$ cat config.mk
export PLATFORM = sky130hd
export DESIGN_NAME = lsu_am
export DESIGN_NICKNAME = d
export VERILOG_FILES = /design/src/rtl/lsu_am.sv
export SDC_FILE = /design/constraint.sdc
export NUM_CORES = 1
export LEC_CHECK = 0
export ABC_AREA = 1
export CORE_AREA = 2 2 134 136
export DETAILED_ROUTE_END_ITERATION = 10
export DIE_AREA = 0 0 136 138
export PLACE_DENSITY_LB_ADDON = 0.2
export RECOVER_POWER = 50
export SETUP_SLACK_MARGIN = 0.5
export SYNTH_ARGS = -nofsm -noshare
export SYNTH_HDL_FRONTEND = slang
export SYNTH_SLANG_ARGS = --single-unit
$ cat constraint.sdc
create_clock -name clk -period 1.95 [get_ports clk]
set_input_delay 0.39 -clock clk [delete_from_list [all_inputs] [get_ports clk]]
set_output_delay 0.39 -clock clk [all_outputs]
set_load 0.02 [all_outputs]
$ cat src/rtl/lsu_am.sv
// Address-mux arbiter for the LSU_EX slot: picks between LSU_ID ops, LQ replays
// and SQ retiring stores, registers the winner, and returns per-requester stalls.
module lsu_am #(
    parameter int ADDR_WIDTH   = 32,
    parameter int DATA_WIDTH   = 32,
    parameter int TAG_WIDTH    = 6,
    parameter int FUNC_WIDTH   = 4,
    parameter int STARVE_LIMIT = 4,
    parameter int CNT_WIDTH    = $clog2(STARVE_LIMIT + 1)
) (
    input  logic                  clk,
    input  logic                  rst,
    input  logic                  i_flush,
    input  logic                  i_ex_stall,
    input  logic                  i_id_valid,
    input  logic [ADDR_WIDTH-1:0] i_id_addr,
    input  logic [FUNC_WIDTH-1:0] i_id_lsu_func,
    input  logic [TAG_WIDTH-1:0]  i_id_tag,
    output logic                  o_id_stall,
    input  logic                  i_replay_en,
    input  logic [ADDR_WIDTH-1:0] i_replay_addr,
    input  logic [FUNC_WIDTH-1:0] i_replay_lsu_func,
    input  logic [TAG_WIDTH-1:0]  i_replay_tag,
    output logic                  o_replay_stall,
    input  logic                  i_sq_retire_en,
    input  logic [ADDR_WIDTH-1:0] i_sq_retire_addr,
    input  logic [FUNC_WIDTH-1:0] i_sq_retire_lsu_func,
    input  logic [TAG_WIDTH-1:0]  i_sq_retire_tag,
    input  logic [DATA_WIDTH-1:0] i_sq_retire_data,
    output logic                  o_sq_retire_stall,
    output logic                  o_ex_valid,
    output logic [ADDR_WIDTH-1:0] o_ex_addr,
    output logic [FUNC_WIDTH-1:0] o_ex_lsu_func,
    output logic [TAG_WIDTH-1:0]  o_ex_tag,
    output logic [DATA_WIDTH-1:0] o_ex_data,
    output logic [1:0]            o_ex_src
);

    localparam logic [1:0] SRC_NONE = 2'd0;
    localparam logic [1:0] SRC_ID   = 2'd1;
    localparam logic [1:0] SRC_RP   = 2'd2;
    localparam logic [1:0] SRC_SQ   = 2'd3;
    localparam logic [CNT_WIDTH-1:0] LIMIT = CNT_WIDTH'(STARVE_LIMIT);

    // Handshake: a requester's op transfers on a clock edge where its request is
    // high and its stall is low; while stalled it must hold request and payload.
    logic                 advance;
    logic                 id_req, rp_req, sq_req;
    logic                 gnt_id, gnt_rp, gnt_sq;
    logic [CNT_WIDTH-1:0] cnt_id, cnt_rp;

    assign advance = ~o_ex_valid | ~i_ex_stall;

    // Flush kills speculative ID/replay traffic; committed stores still flow.
    assign id_req = i_id_valid & ~i_flush;
    assign rp_req = i_replay_en & ~i_flush;
    assign sq_req = i_sq_retire_en;

    always_comb begin
        gnt_id = 1'b0;
        gnt_rp = 1'b0;
        gnt_sq = 1'b0;
        if (advance && !rst) begin
            if (rp_req && cnt_rp == LIMIT)      gnt_rp = 1'b1;
            else if (id_req && cnt_id == LIMIT) gnt_id = 1'b1;
            else if (sq_req)                    gnt_sq = 1'b1;
            else if (rp_req)                    gnt_rp = 1'b1;
            else if (id_req)                    gnt_id = 1'b1;
        end
    end

    assign o_id_stall        = id_req & ~gnt_id;
    assign o_replay_stall    = rp_req & ~gnt_rp;
    assign o_sq_retire_stall = sq_req & ~gnt_sq;

    function automatic logic [CNT_WIDTH-1:0] cnt_next(input logic [CNT_WIDTH-1:0] cnt,
                                                      input logic req, input logic gnt,
                                                      input logic adv);
        if (!req)             return '0;
        else if (!adv)        return cnt;
        else if (gnt)         return '0;
        else if (cnt == LIMIT) return cnt;
        else                  return cnt + CNT_WIDTH'(1);
    endfunction

    always_ff @(posedge clk) begin
        if (rst) begin
            cnt_id <= '0;
            cnt_rp <= '0;
        end else begin
            cnt_id <= cnt_next(cnt_id, id_req, gnt_id, advance);
            cnt_rp <= cnt_next(cnt_rp, rp_req, gnt_rp, advance);
        end
    end

    always_ff @(posedge clk) begin
        if (rst) begin
            o_ex_valid    <= 1'b0;
            o_ex_addr     <= '0;
            o_ex_lsu_func <= '0;
            o_ex_tag      <= '0;
            o_ex_data     <= '0;
            o_ex_src      <= SRC_NONE;
        end else if (advance) begin
            if (gnt_sq) begin
                o_ex_valid    <= 1'b1;
                o_ex_addr     <= i_sq_retire_addr;
                o_ex_lsu_func <= i_sq_retire_lsu_func;
                o_ex_tag      <= i_sq_retire_tag;
                o_ex_data     <= i_sq_retire_data;
                o_ex_src      <= SRC_SQ;
            end else if (gnt_rp) begin
                o_ex_valid    <= 1'b1;
                o_ex_addr     <= i_replay_addr;
                o_ex_lsu_func <= i_replay_lsu_func;
                o_ex_tag      <= i_replay_tag;
                o_ex_data     <= '0;
                o_ex_src      <= SRC_RP;
            end else if (gnt_id) begin
                o_ex_valid    <= 1'b1;
                o_ex_addr     <= i_id_addr;
                o_ex_lsu_func <= i_id_lsu_func;
                o_ex_tag      <= i_id_tag;
                o_ex_data     <= '0;
                o_ex_src      <= SRC_ID;
            end else begin
                o_ex_valid    <= 1'b0;
                o_ex_src      <= SRC_NONE;
            end
        end else if (i_flush && (o_ex_src == SRC_ID || o_ex_src == SRC_RP)) begin
            // A held speculative op is dropped even while EX is stalled.
            o_ex_valid <= 1'b0;
            o_ex_src   <= SRC_NONE;
        end
    end

endmodule

# After elaboration in Yosys (flattened, before gate mapping)
# Index checks and enable logic that the tools add are counted.
dict set report op_classes {
  eq_ne 6
  add_sub_neg 2
  bitwise_logic 14
  n_reduce_logical 13
  n_mux 41
}
# operator count
set op_table {}
lappend op_table {{$mux 32} 6}
lappend op_table {{$mux 1} 21}
lappend op_table {{$mux 6} 3}
lappend op_table {{$mux 3} 4}
lappend op_table {{$mux 4} 3}
lappend op_table {{$mux 2} 4}
lappend op_table {{$not 1->1} 8}
lappend op_table {{$add 3x1->3 const B} 2}
lappend op_table {{$eq 3x3->1 const B} 2}
lappend op_table {{$reduce_and 2->1} 3}
lappend op_table {{$and 1x1->1} 5}
lappend op_table {{$logic_and 1x1->1} 4}
lappend op_table {{$ne 2x2->1 const B} 2}
lappend op_table {{$reduce_or 2->1} 2}
lappend op_table {{$reduce_bool 3->1} 1}
lappend op_table {{$eq 2x1->1 const B} 1}
lappend op_table {{$eq 2x2->1 const B} 1}
lappend op_table {{$reduce_bool 2->1} 1}
lappend op_table {{$logic_not 1->1} 1}
lappend op_table {{$logic_or 1x1->1} 1}
lappend op_table {{$or 1x1->1} 1}
dict set report totals {
  wordCells 84
  out_inout_bits 80
  ff_bits 83
  in_bits 165
}

# Depth between registers and ports, before layout
# Gate-level depths: netlist of run 1.
dict set report logic_depth {
  ltp_word 12
  ltp_mapped 13
  mapped_depth_nobuf 12
}

# Least setup slack after synthesis of run 1
# Ideal clock, no wire load.
dict set report synth_path {
  path_kind {flip-flop to output port}
  start {reg cnt_rp[0]}
  end {out o_sq_retire_stall}
  t_arrival_ns 1.478
  stages_incl_launch_ff 11
  required_ns 1.560
  slack_ns 0.082
  cell_sequence {dfxtp_1 inv_1 ha_1 nand2_2 nor2_4 nor2_4 nand2_2 inv_2 buf_6 buf_4 nor2_1}
}
dict set report synth_via {
  elab_chain_cells 6
}
# item line
set synth_lines {}
lappend synth_lines {{start: declaration} 50} ;# logic [CNT_WIDTH-1:0] cnt_id, cnt_rp;
lappend synth_lines {{start signal: assignment} 92} ;# cnt_rp <= cnt_next(cnt_rp, rp_req, gnt_rp, advance);
lappend synth_lines {{$eq 3x3->1} 64} ;# if (rp_req && cnt_rp == LIMIT) gnt_rp = 1'b1;
lappend synth_lines {{$logic_and 1x1->1} 64}
lappend synth_lines {{$mux 1} 64}
lappend synth_lines {{$mux 1} 63} ;# if (advance && !rst) begin
lappend synth_lines {{$not 1->1} 74} ;# assign o_sq_retire_stall = sq_req & ~gnt_sq;
lappend synth_lines {{$and 1x1->1} 74}
lappend synth_lines {{end: declaration} 30} ;# output logic o_sq_retire_stall,
# Every way passes these cells.

# Worst setup path in the final report of run 1
dict set report layout_path {
  start {reg cnt_id[0]}
  end {out o_replay_stall}
}
dict set report layout_via {
  elab_chain_cells 7
}
# item line
set layout_lines {}
lappend layout_lines {{start: declaration} 50}
lappend layout_lines {{start signal: assignment} 91} ;# cnt_id <= cnt_next(cnt_id, id_req, gnt_id, advance);
lappend layout_lines {{$eq 3x3->1} 65} ;# else if (id_req && cnt_id == LIMIT) gnt_id = 1'b1;
lappend layout_lines {{$logic_and 1x1->1} 65}
lappend layout_lines {{$mux 1} 65}
lappend layout_lines {{$mux 1} 64}
lappend layout_lines {{$mux 1} 63}
lappend layout_lines {{$not 1->1} 73} ;# assign o_replay_stall = rp_req & ~gnt_rp;
lappend layout_lines {{$and 1x1->1} 73}
lappend layout_lines {{end: declaration} 24} ;# output logic o_replay_stall,
# Every way passes these cells.

==> results of run 1 <==
-- repair_timing --
action | in CTS | in global routing
endpoints found under the setup margin | 163 | 163
pin swaps | 11 | 11
gates cloned | 1 | 21
resized for setup | 30 | 115
buffers inserted | 9 | 11
-- cells in the mapped netlist (all sizes together) --
master / n / area [um2]
nand2: 227 / 884.6
inv: 143 / 536.8
dfxtp: 83 / 1662
a21oi: 82 / 432.9
nand4: 77 / 481.7
buf: 49 / 346.6
nand3: 48 / 245.2
nand3b: 42 / 315.3
clkbuf: 14 / 52.55
nor2: 13 / 71.32
ha: 4 / 50.05
xor2: 2 / 17.52
clkinv: 1 / 3.750
o21ai: 1 / 5.000
-- tightest hold or removal path, stage by stage, from the launching register on --
cell	delay (ns)
dfxtp_1	0.31
nand4_1	0.07
a21oi_1	0.05
-- per-layer routing --
| layer | track usage | wire [um] | vias up |
|---|---|---|---|
| met4 | 0.05208 | 485 | 0 |
| met1 | 0.2253 | 8631 | 2703 |
| met3 | 0.05537 | 1712 | 32 |
| met2 | 0.3126 | 10350 | 223 |
| li1 | - | - | 3039 |
| met5 | 0 | 0 | - |
-- flip-flops by register name (all words and copies together) (netlist names) --
signal         count
cnt_id             3
cnt_rp             3
o_ex_addr         32
o_ex_data         32
o_ex_lsu_func      4
o_ex_src           2
o_ex_tag           6
o_ex_valid         1
-- metrics by stage --
step | cell area [um2] | utilization | setup TNS [ns] | std cells
2_1_floorplan | 5390 | - | 0 | 786
3_3_place_gp | 7983 | 0.4553 | -25.28 | 1228
3_5_place_dp | 7983 | 0.4553 | -27.34 | 1228
4_1_cts | 8424 | 0.4804 | 0 | 1252
5_1_grt | 8622 | 0.4917 | 0 | 1284
6_report | 8622 | 0.4917 | 0 | 1284
-- path summary, 6_finish.rpt --
kind	from	to	slack, ns
max	cnt_id[0]	o_replay_stall	0.08
min	o_ex_data[17]	o_ex_data[17]	0.48
max reg2reg	cnt_id[0]	o_ex_addr[31]	0.13
min reg2reg	o_ex_data[17]	o_ex_data[17]	0.48
-- where the power goes --
part | internal (mW) | leakage [nW] | switching [mW]
combinational | 0.712 | 3.23 | 0.772
clock | 1.18 | 0.155 | 0.698
sequential | 1.82 | 0.684 | 0.0600
-- cell type report --
type                       count  area (um2)  area share
clock buffer                  12       256.5     0.02975
timing repair buffer         318        3030      0.3515
sequential                    83        1668      0.1934
inverter                     144       553.0     0.06414
multi-input combinational    496        2768      0.3210
tap                          229       286.5     0.03323
clock inverter                 2       60.06    0.006966
-- cell families (layout without fill, tap and decap cells) --
family | Yosys count | count (layout)
simple gates | 407 | 407
buf+inv | 207 | 476
compound gates | 83 | 83
flops | 83 | 83
fa+ha+maj | 4 | 4
xor+xnor | 2 | 2
==> metrics.md, run 1 <==
| Metric | Value |
|---|---|
| Status | `finished clean` |
| Synthesized net count | `955` |
| Hold WS | `0.4821 ns` |
| Buf+Inv Stages, Crit Path | `4` |
| Worst path cell trace | `inv_2 > ha_4 > nand2_4 > clkinv_4 > nand2_2 > nand2_2 > nand2_4 > nand2_4 > inv_4 > nor2_4 > buf_6` |
| ANT cells | `0` |
| WP data arrival | `1.48 ns` |
| Fin crit share | `0.9577` |
| Fillers | `1802` |
| Post-Synth XOR/XNOR Area | `0.003431` |
| Via/cell ratio | `4.671` |
| Clock Skew | `0.006287 ns` |
| Hold Path Depth | `2` |
| Largest net degree at the start of global routing | `81` |
| Port bufs | `244` |
| Peak VDD IR | `0.3741 mV` |
| Yosys cell types | `23` |
| Pre-Repair DR Iteration Count | `5` |
| Critical-path maximum fanout | `4` |
| Largest family of logic cells by synthesized area | `simple AND/OR/NAND/NOR gates` |
| Post-DR wirelength/cell | `16.49 um` |
| Post-synthesis mux area share | `0` |
| Compound-Gate Fraction of Synth Area | `0.08578` |
| Initial antenna violation count | `0` |
| Critical Path Max Stage Delay | `0.32 ns` |
| Synth Area in Simple Gates | `0.3914` |
| Vias after detailed routing | `5997` |
| Total wire length | `21.18 mm` |
| Fmax | `535.5 MHz` |
| Clock transition at the registers of the reported paths | `0.06 ns` |
| Most common cell after layout, fill and taps aside | `nand2_1` |
| Die height | `138 um` |
| Startpoint types | `register` |
| Layout cell share with drive strength beyond 1 | `0.1678` |
| Clock buffer depth | `2` |
| R2R depth | `11` |
| Die Wd | `136 um` |
| Die area | `0.01877 mm2` |
| Most frequent cells in the layout | `nand2_1 (196), clkdlybuf4s50_1 (160), inv_1 (133)` |
| Overall power | `5.239 mW` |
| Total GRT Usage | `0.1846` |
| Max_cap viols | `0` |
| Vias in the first global route | `5380` |
| Synth warn | `0` |
| Worst-Margin Slew | `0.6102 ns` |
| DRT iter0 DRCs | `263` |
| Nets | `1221` |
| Ports | `245` |
| Syn avg cell area | `6.495 um2` |
| Max Slew Vio Count | `0` |
| # rows | `49` |
| Post-DP HPWL | `11.32 mm` |
| Top delay family on crit path | `simple AND/OR/NAND/NOR gates` |
| Slew headroom | `0.5932` |
| Most used cell along the critical path | `nand2_4` |
| Starting Density | `0.2911` |
| Num CTS Buffers | `9` |
| PD cells | `607.6 mW/mm2` |
| GPL Wtd Cong | `0.7852` |
| Clock H-tree levels | `3` |
| Post-CTS Hold Fix Bufs | `0` |
| Cell area after synthesis | `0.005105 mm2` |
| Core ar. | `0.01753 mm2` |
| Crit. End Element | `output pin` |
| Synth Area in Adders | `0.009804` |
| Slowest cell on the critical path | `dfxtp_2` |
| CTS Sinks | `83` |
| Worst path required time | `1.56 ns` |
| CTS root buf | `clkbuf_16` |
| Class of the most critical setup path | `register to output pin` |
| #FFs+latches synth | `83` |
| DRC viols | `0` |
| Area Growth Syn to Fin | `68.90%` |
| Final setup violation count | `0` |
| Final Worst Setup Slack | `0.08254 ns` |
| Final hold violation count | `0` |
| RSZ-0062 raised after global routing | `true` |
| Tmin final | `1.867 ns` |
| Hold Path Class | `register to register` |
| Final ANT Viol Nets | `0` |
| Leak pwr | `4.066 nW` |
| Cells after Synth | `786` |
| Grt ovf | `0` |
| First-pass GRT wire length | `27.93 mm` |
| Worst skew pair latency | `0.34 ns` |
| Crit path depth | `11` |
| Sequential share of the synthesized area | `0.3255` |
| CTS tree | `done` |
| Place WS | `-0.4859 ns` |
Note: power is estimated with default switching activity, not from simulation.
==> run 2, diff against run 1 <==
--- a/config.mk
+++ b/config.mk
@@ -11,7 +11,6 @@
 export DIE_AREA = 0 0 136 138
 export PLACE_DENSITY_LB_ADDON = 0.2
 export RECOVER_POWER = 50
-export SETUP_SLACK_MARGIN = 0.5
 export SYNTH_ARGS = -nofsm -noshare
 export SYNTH_HDL_FRONTEND = slang
 export SYNTH_SLANG_ARGS = --single-unit
==> metrics.md, run 2 (synthesized netlist as in run 1, its figures left out) <==
| Metric | Value |
|---|---|
| Peak VDD IR | `0.3628 mV (-3.0%)` |
| RSZ-0062 raised after global routing | `true` |
| Sequential Power Share | `0.360 (+0.002)` |
| Die Wd | `136 um (unchanged)` |
| Final ANT Viol Nets | `0 (unchanged)` |
| Worst path required time | `1.56 ns (about the same)` |
| Worst path cell trace | `inv_2 > ha_4 > nand2_4 > inv_4 > nand2_2 > nand2_2 > nand2_4 > nand2_4 > inv_2 > nor2_4 > buf_6` |
| Max Slew Vio Count | `0 (unchanged)` |
| Worst-Margin Slew | `0.5853 ns (-0.02490 ns)` |
| Nets | `1195 (-2.1%)` |
| Switching Power | `1.561 mW (+2.0%)` |
| Slowest cell on the critical path | `dfxtp_2` |
| R2R depth | `12 (+1)` |
| Worst Hold End | `o_ex_data[7]` |
| Buf+Inv Stages, Crit Path | `4 (unchanged)` |
| Fmax | `523.5 MHz (-2.2%)` |
| Vias in the first global route | `5458 (+1.4%)` |
| Port bufs | `244 (unchanged)` |
| Critical Path Max Stage Delay | `0.32 ns (about the same)` |
| Power share of the combinational group | `0.301 (+0.018)` |
| Die height | `138 um (unchanged)` |
| Hold Path Class | `register to register` |
| Final setup violation count | `0 (unchanged)` |
| Critical-path maximum fanout | `4 (unchanged)` |
| DRC viols | `0 (unchanged)` |
| Slew headroom | `0.6098 (+0.01660)` |
| Core ar. | `0.01753 mm2 (unchanged)` |
| Via/cell ratio | `4.639 (-0.68%)` |
| Max_cap viols | `0 (unchanged)` |
| Post-route cell area | `0.008598 mm2 (-0.28%)` |
| Worst r2r dst | `o_ex_addr[12]` |
| Clk pwr share | `0.339 (-0.019)` |
| CTS tree | `done` |
| Most used cell along the critical path | `nand2_4` |
| Clock transition at the registers of the reported paths | `0.07 ns (about the same)` |
| GPL Wtd Cong | `0.7751 (-1.3%)` |
| Net Sw Frac | `0.2992 (+0.007135)` |
| Ports | `245 (unchanged)` |
| Grt ovf | `0 (unchanged)` |
| Util after Layout | `0.4904 (-0.001356)` |
| Place WS | `-0.4801 ns (+0.005813 ns)` |
| PD cells | `606.8 mW/mm2 (-0.13%)` |
| Fin crit share | `0.9797 (+0.02198)` |
| CTS Sinks | `83 (unchanged)` |
| Die area | `0.01877 mm2 (unchanged)` |
| Most common cell after layout, fill and taps aside | `clkdlybuf4s50_1` |
| Hold Path Depth | `2 (unchanged)` |
| ANT cells | `0 (unchanged)` |
| Status | `finished clean` |
| Worst reg-to-reg setup slack | `0.07 ns (-0.06 ns)` |
| Leak pwr | `3.947 nW (-2.9%)` |
| Hold wc startpoint | `o_ex_data[7]` |
| Largest net degree at the start of global routing | `69 (-15%)` |
| Total GRT Usage | `0.1881 (+0.003489)` |
| DRT iter0 DRCs | `270 (+2.7%)` |
| CTS root buf | `clkbuf_16` |
| Crit. End Element | `output pin` |
| Vias after detailed routing | `5845 (-2.5%)` |
| Clock buffer depth | `2 (unchanged)` |
| # rows | `49 (unchanged)` |
| Hold WS | `0.4827 ns (+0.0006030 ns)` |
| Final hold violation count | `0 (unchanged)` |
| Post-DP HPWL | `11.71 mm (+3.4%)` |
| Top delay family on crit path | `simple AND/OR/NAND/NOR gates` |
| Pint | `3.656 mW (-1.4%)` |
| Total wire length | `19.10 mm (-9.8%)` |
| Initial antenna violation count | `0 (unchanged)` |
| Post-CTS Hold Fix Bufs | `0 (unchanged)` |
| Fillers | `1767 (-1.9%)` |
| Worst skew pair latency | `0.34 ns (about the same)` |
| Class of the most critical setup path | `register to output pin` |
| First-pass GRT wire length | `28.47 mm (+1.9%)` |
| Clock Skew | `0.007038 ns (+0.0007511 ns)` |
| R2R Path Start | `cnt_id[0]` |
| Area Growth Syn to Fin | `68.43%` |
| Post-DR wirelength/cell | `15.16 um (-8.1%)` |
| Placed instance area | `0.007815 mm2 (-2.1%)` |
| Biggest regs | `o_ex_addr: 32 flops, o_ex_data: 32 flops, o_ex_tag: 6 flops` |
| Starting Density | `0.2911 (unchanged)` |
| Startpoint types | `register` |
| Clock H-tree levels | `3 (unchanged)` |
| Overall power | `5.217 mW (-0.41%)` |
| Layout cell share with drive strength beyond 1 | `0.1484 (-0.01937)` |
| Final Worst Setup Slack | `0.03968 ns (-0.04286 ns)` |
| Num CTS Buffers | `9 (unchanged)` |
| Tmin final | `1.910 ns (+0.04286 ns)` |
| Pre-Repair DR Iteration Count | `5 (unchanged)` |
| Most frequent cells in the layout | `clkdlybuf4s50_1 (238), nand2_1 (200), inv_1 (124)` |
| WP data arrival | `1.52 ns (+0.04 ns)` |
## run 2: changes by cell type in the layout (fill, tap and decap cells not counted), sizes merged, moves of 2 or more
cell	before	now
dlymetal6s2s	0	3
clkinv	2	4
clkbuf	103	14
bufbuf	0	2
dlygate4sd2	4	0
inv	142	144
clkdlybuf4s50	160	238
buf	63	45
## run 2: metrics by stage
| step | setup TNS [ns] | cells |
|---|---|---|
| detailed placement | -26.94 | 1231 |
| finish | 0 | 1260 |
| global route | -0.2690 | 1260 |
| CTS | 0 | 1250 |
| floorplan | 0 | 786 |
| global placement | -23.62 | 1231 |
## run 2: power groups by stage
stage	logic, mW	clock network [mW]	registers, mW
2_1_floorplan	0.567	0	2.05
3_3_place_gp	1.44	0	1.91
3_5_place_dp	1.43	0	1.91
4_1_cts	1.45	1.83	1.88
5_1_grt	1.71	1.90	1.89
6_report	1.57	1.77	1.88
## run 2: what timing repair did
item | 4_1_cts | 5_1_grt
resized for setup | 22 | 77
pin swaps | 1 | 11
gates cloned | 2 | 5
setup buffers | 1 | 5
setup endpoints to repair | 46 | 57
## run 2: worst register-to-register path: cells and delay by family (launching register included)
kind                     cells  cell delay [ns]
adder cells (fa/ha/maj)      1             0.14
flip-flops                   1             0.32
AO/OA/AOI/OAI                2             0.20
AND/OR/NAND/NOR              4             0.46
buffers and inverters        5             0.64
## run 2: worst max-delay path by stage
stage	startpoint	endpoint	slack, ns	depth (start not counted)
after floorplan	cnt_rp[0]	o_sq_retire_stall	0.08	10
after global placement	i_flush	o_replay_stall	-0.45	10
after detailed placement	i_flush	o_replay_stall	-0.48	10
after CTS	i_flush	o_replay_stall	0.001	10
after global routing	cnt_id[0]	o_replay_stall	-0.04	11
final	cnt_id[0]	o_replay_stall	0.04	11
## run 2: area by class of cell
cell class | instances | area [um2] | share of cell area
clock buffer | 10 | 239.0 | 0.02779
clock inverter | 6 | 65.06 | 0.007567
inverter | 144 | 543.0 | 0.06315
tap | 229 | 286.5 | 0.03332
sequential | 83 | 1664 | 0.1935
multi-input combinational | 496 | 2725 | 0.3169
timing repair buffer | 292 | 3075 | 0.3577
## run 2: routing by layer
layer  part of all wire  global-route usage  vias to the layer above
met4              0.021             0.06414                        0
met3              0.089             0.05721                       24
li1                   -                   -                     2979
met2               0.45              0.2999                      190
met1               0.44              0.2404                     2652
met5                  0                   0                        -
==> run 3, diff against run 2 <==
--- a/config.mk
+++ b/config.mk
@@ -6,9 +6,9 @@
 export NUM_CORES = 1
 export LEC_CHECK = 0
 export ABC_AREA = 1
-export CORE_AREA = 2 2 134 136
+export CORE_AREA = 2 2 114 116
 export DETAILED_ROUTE_END_ITERATION = 10
-export DIE_AREA = 0 0 136 138
+export DIE_AREA = 0 0 116 118
 export PLACE_DENSITY_LB_ADDON = 0.2
 export RECOVER_POWER = 50
 export SYNTH_ARGS = -nofsm -noshare
==> metrics.md, run 3 (synthesized netlist as in run 1, its figures left out) <==
| Metric | Value |
|---|---|
| Leak pwr | `4.060 nW (+2.9%)` |
| Via/cell ratio | `4.899 (+5.6%)` |
| Worst path required time | `1.56 ns (about the same)` |
| GR met2 Demand/Resource | `0.4039 (+0.1040)` |
| Hold Path Class | `register to register` |
| Final hold violation count | `0 (unchanged)` |
| Setup_tns | `0 ns (unchanged)` |
| Max_cap viols | `0 (unchanged)` |
| Peak VDD IR | `0.5061 mV (+40%)` |
| Buf+Inv Stages, Crit Path | `4 (unchanged)` |
| Post-DR wirelength/cell | `14.11 um (-6.9%)` |
| Largest net degree at the start of global routing | `71 (+2.9%)` |
| Crit. End Element | `output pin` |
| Final ANT Viol Nets | `0 (unchanged)` |
| GRT busiest layer | `met2` |
| Grt ovf | `0 (unchanged)` |
| Most frequent cells in the layout | `nand2_1 (215), clkdlybuf4s50_1 (163), inv_1 (135)` |
| Nets | `1195 (unchanged)` |
| Critical Path Max Stage Delay | `0.32 ns (about the same)` |
| Clock Skew | `0.006266 ns (-0.0007718 ns)` |
| Max Slew Vio Count | `0 (unchanged)` |
| CTS root buf | `clkbuf_16` |
| Initial antenna violation count | `0 (unchanged)` |
| Tmin final | `1.912 ns (+0.002053 ns)` |
| Critical-path maximum fanout | `4 (unchanged)` |
| Layout cell share with drive strength beyond 1 | `0.1018 (-0.04656)` |
| Post-route cell area | `0.008197 mm2 (-4.7%)` |
| Fmax | `522.9 MHz (-0.11%)` |
| ANT cells | `0 (unchanged)` |
| Most common cell after layout, fill and taps aside | `nand2_1` |
| Fillers | `1148 (-35%)` |
| DRC viols | `0 (unchanged)` |
| Die Wd | `116 um (-15%)` |
| Class of the most critical setup path | `register to output pin` |
| Fin crit share | `0.9807 (+0.001053)` |
| Multi-input logic area | `0.002541 mm2 (-6.7%)` |
| Clock buffer depth | `2 (unchanged)` |
| CTS Sinks | `83 (unchanged)` |
| RSZ-0062 raised after global routing | `true` |
| Starting Density | `0.4112 (+0.1201)` |
| Total GRT Usage | `0.2419 (+0.05376)` |
| Slowest cell on the critical path | `dfxtp_2` |
| Area Growth Syn to Fin | `60.56%` |
| Vias after detailed routing | `5894 (+0.84%)` |
| GPL Wtd Cong | `0.8082 (+4.3%)` |
| Core ar. | `0.01241 mm2 (-29%)` |
| PD cells | `622.4 mW/mm2 (+2.6%)` |
| Clock transition at the registers of the reported paths | `0.06 ns (about the same)` |
| Pre-Repair DR Iteration Count | `4 (-1)` |
| Top delay family on crit path | `simple AND/OR/NAND/NOR gates` |
| Die area | `0.01369 mm2 (-27%)` |
| Vias in the first global route | `5541 (+1.5%)` |
| CTS tree | `done` |
| Worst-Margin Slew | `0.5942 ns (+0.008858 ns)` |
| Total wire length | `16.97 mm (-11%)` |
| WP data arrival | `1.52 ns (about the same)` |
| Die height | `118 um (-14%)` |
| Ports | `245 (unchanged)` |
| Most used cell along the critical path | `nand2_4` |
| Startpoint types | `register` |
| Met1 usage | `0.2877 (+0.04733)` |
| # rows | `41 (-16%)` |
| First-pass GRT wire length | `26.66 mm (-6.4%)` |
| Biggest regs | `o_ex_addr: 32 flops, o_ex_data: 32 flops, o_ex_tag: 6 flops` |
| Num CTS Buffers | `9 (unchanged)` |
| Post-DP HPWL | `11.58 mm (-1.1%)` |
| Post-CTS Hold Fix Bufs | `0 (unchanged)` |
| Worst path cell trace | `inv_2 > ha_4 > nand2_4 > inv_4 > nand2_2 > nand2_2 > nand2_4 > nand2_4 > inv_2 > nor2_4 > buf_6` |
| Slew headroom | `0.6039 (-0.005905)` |
| Final setup violation count | `0 (unchanged)` |
| Met3 usage | `0.07724 (+0.02003)` |
| Port bufs | `244 (unchanged)` |
| Status | `finished clean` |
| Placed instance area | `0.007786 mm2 (-0.37%)` |
| DRT iter0 DRCs | `403 (+49%)` |
| Worst skew pair latency | `0.34 ns (about the same)` |
| Register Area | `0.001667 mm2 (+0.15%)` |
| Clock H-tree levels | `3 (unchanged)` |
[run 3: cell types whose count changed in the layout (fill, tap and decap cells not counted), moves of 8 or more]
cell,change
nand2_2,-8
dlygate4sd3_1,+76
a21oi_1,+22
nand2_1,+15
inv_2,-11
clkdlybuf4s50_1,-75
a21oi_2,-21
inv_1,+11
[run 3: layout make-up]
cell class | count | area share
clock buffers | 10 | 0.02793
clock inverters | 6 | 0.01099
inverters | 144 | 0.06625
multi-input cells | 496 | 0.3100
flip-flops and latches | 83 | 0.2033
well taps | 172 | 0.02626
repair buffers | 292 | 0.3552
[run 3: report_power, final]
part / internal, mW / total, mW / switching, mW
Sequential: 1.82 / 1.87 / 0.0538
Combinational: 0.708 / 1.40 / 0.690
Clock: 1.12 / 1.83 / 0.709
Total: 3.65 / 5.10 / 1.45
[run 3: repair_timing]
item	CTS	global route
pin swaps	2	3
cloned	0	0
setup endpoints to repair	24	77
resized for setup	23	18
buffers inserted	1	3
[run 3: final timing paths]
kind                              startpoint               end  slack (ns)  cells past startpoint
worst max register to register     cnt_id[0]  o_ex_lsu_func[1]        0.14                     13
worst min-delay path            o_ex_data[6]      o_ex_data[6]        0.48                      2
worst max-delay path               cnt_id[0]    o_replay_stall        0.04                     11
worst min register to register  o_ex_data[6]      o_ex_data[6]        0.48                      2
[run 3: worst register-to-register path: stages, from the launching register on]
cell and delay, ns:
dfxtp_2 0.33, inv_2 0.05, ha_4 0.16, nand2_4 0.08, nor2_1 0.05, nor2_1 0.17, nand2_4 0.08, inv_2 0.06
buf_4 0.12, buf_8 0.27, nand2_1 0.11, nand2_1 0.07, inv_1 0.03, a21oi_1 0.14
[run 3: stage by stage]
step	power (mW)	worst slack [ns]	utilization	hold WS [ns]	instances
4_1_cts	5.191	-0.009946	0.6546	0.4850	1200
2_1_floorplan	2.620	0.08248	-	0.4542	786
3_5_place_dp	3.339	-0.4691	0.6272	0.4762	1183
3_3_place_gp	3.323	-0.4580	0.6272	0.4713	1183
6_report	5.102	0.03762	0.6603	0.4796	1203
5_1_grt	5.372	-0.04041	0.6603	0.4985	1203
[run 3: layer usage]
layer | vias up | wire length (um)
li1 | 2985 | -
met1 | 2671 | 6986
met2 | 208 | 7953
met3 | 30 | 1617
met4 | 0 | 416
met5 | - | 0
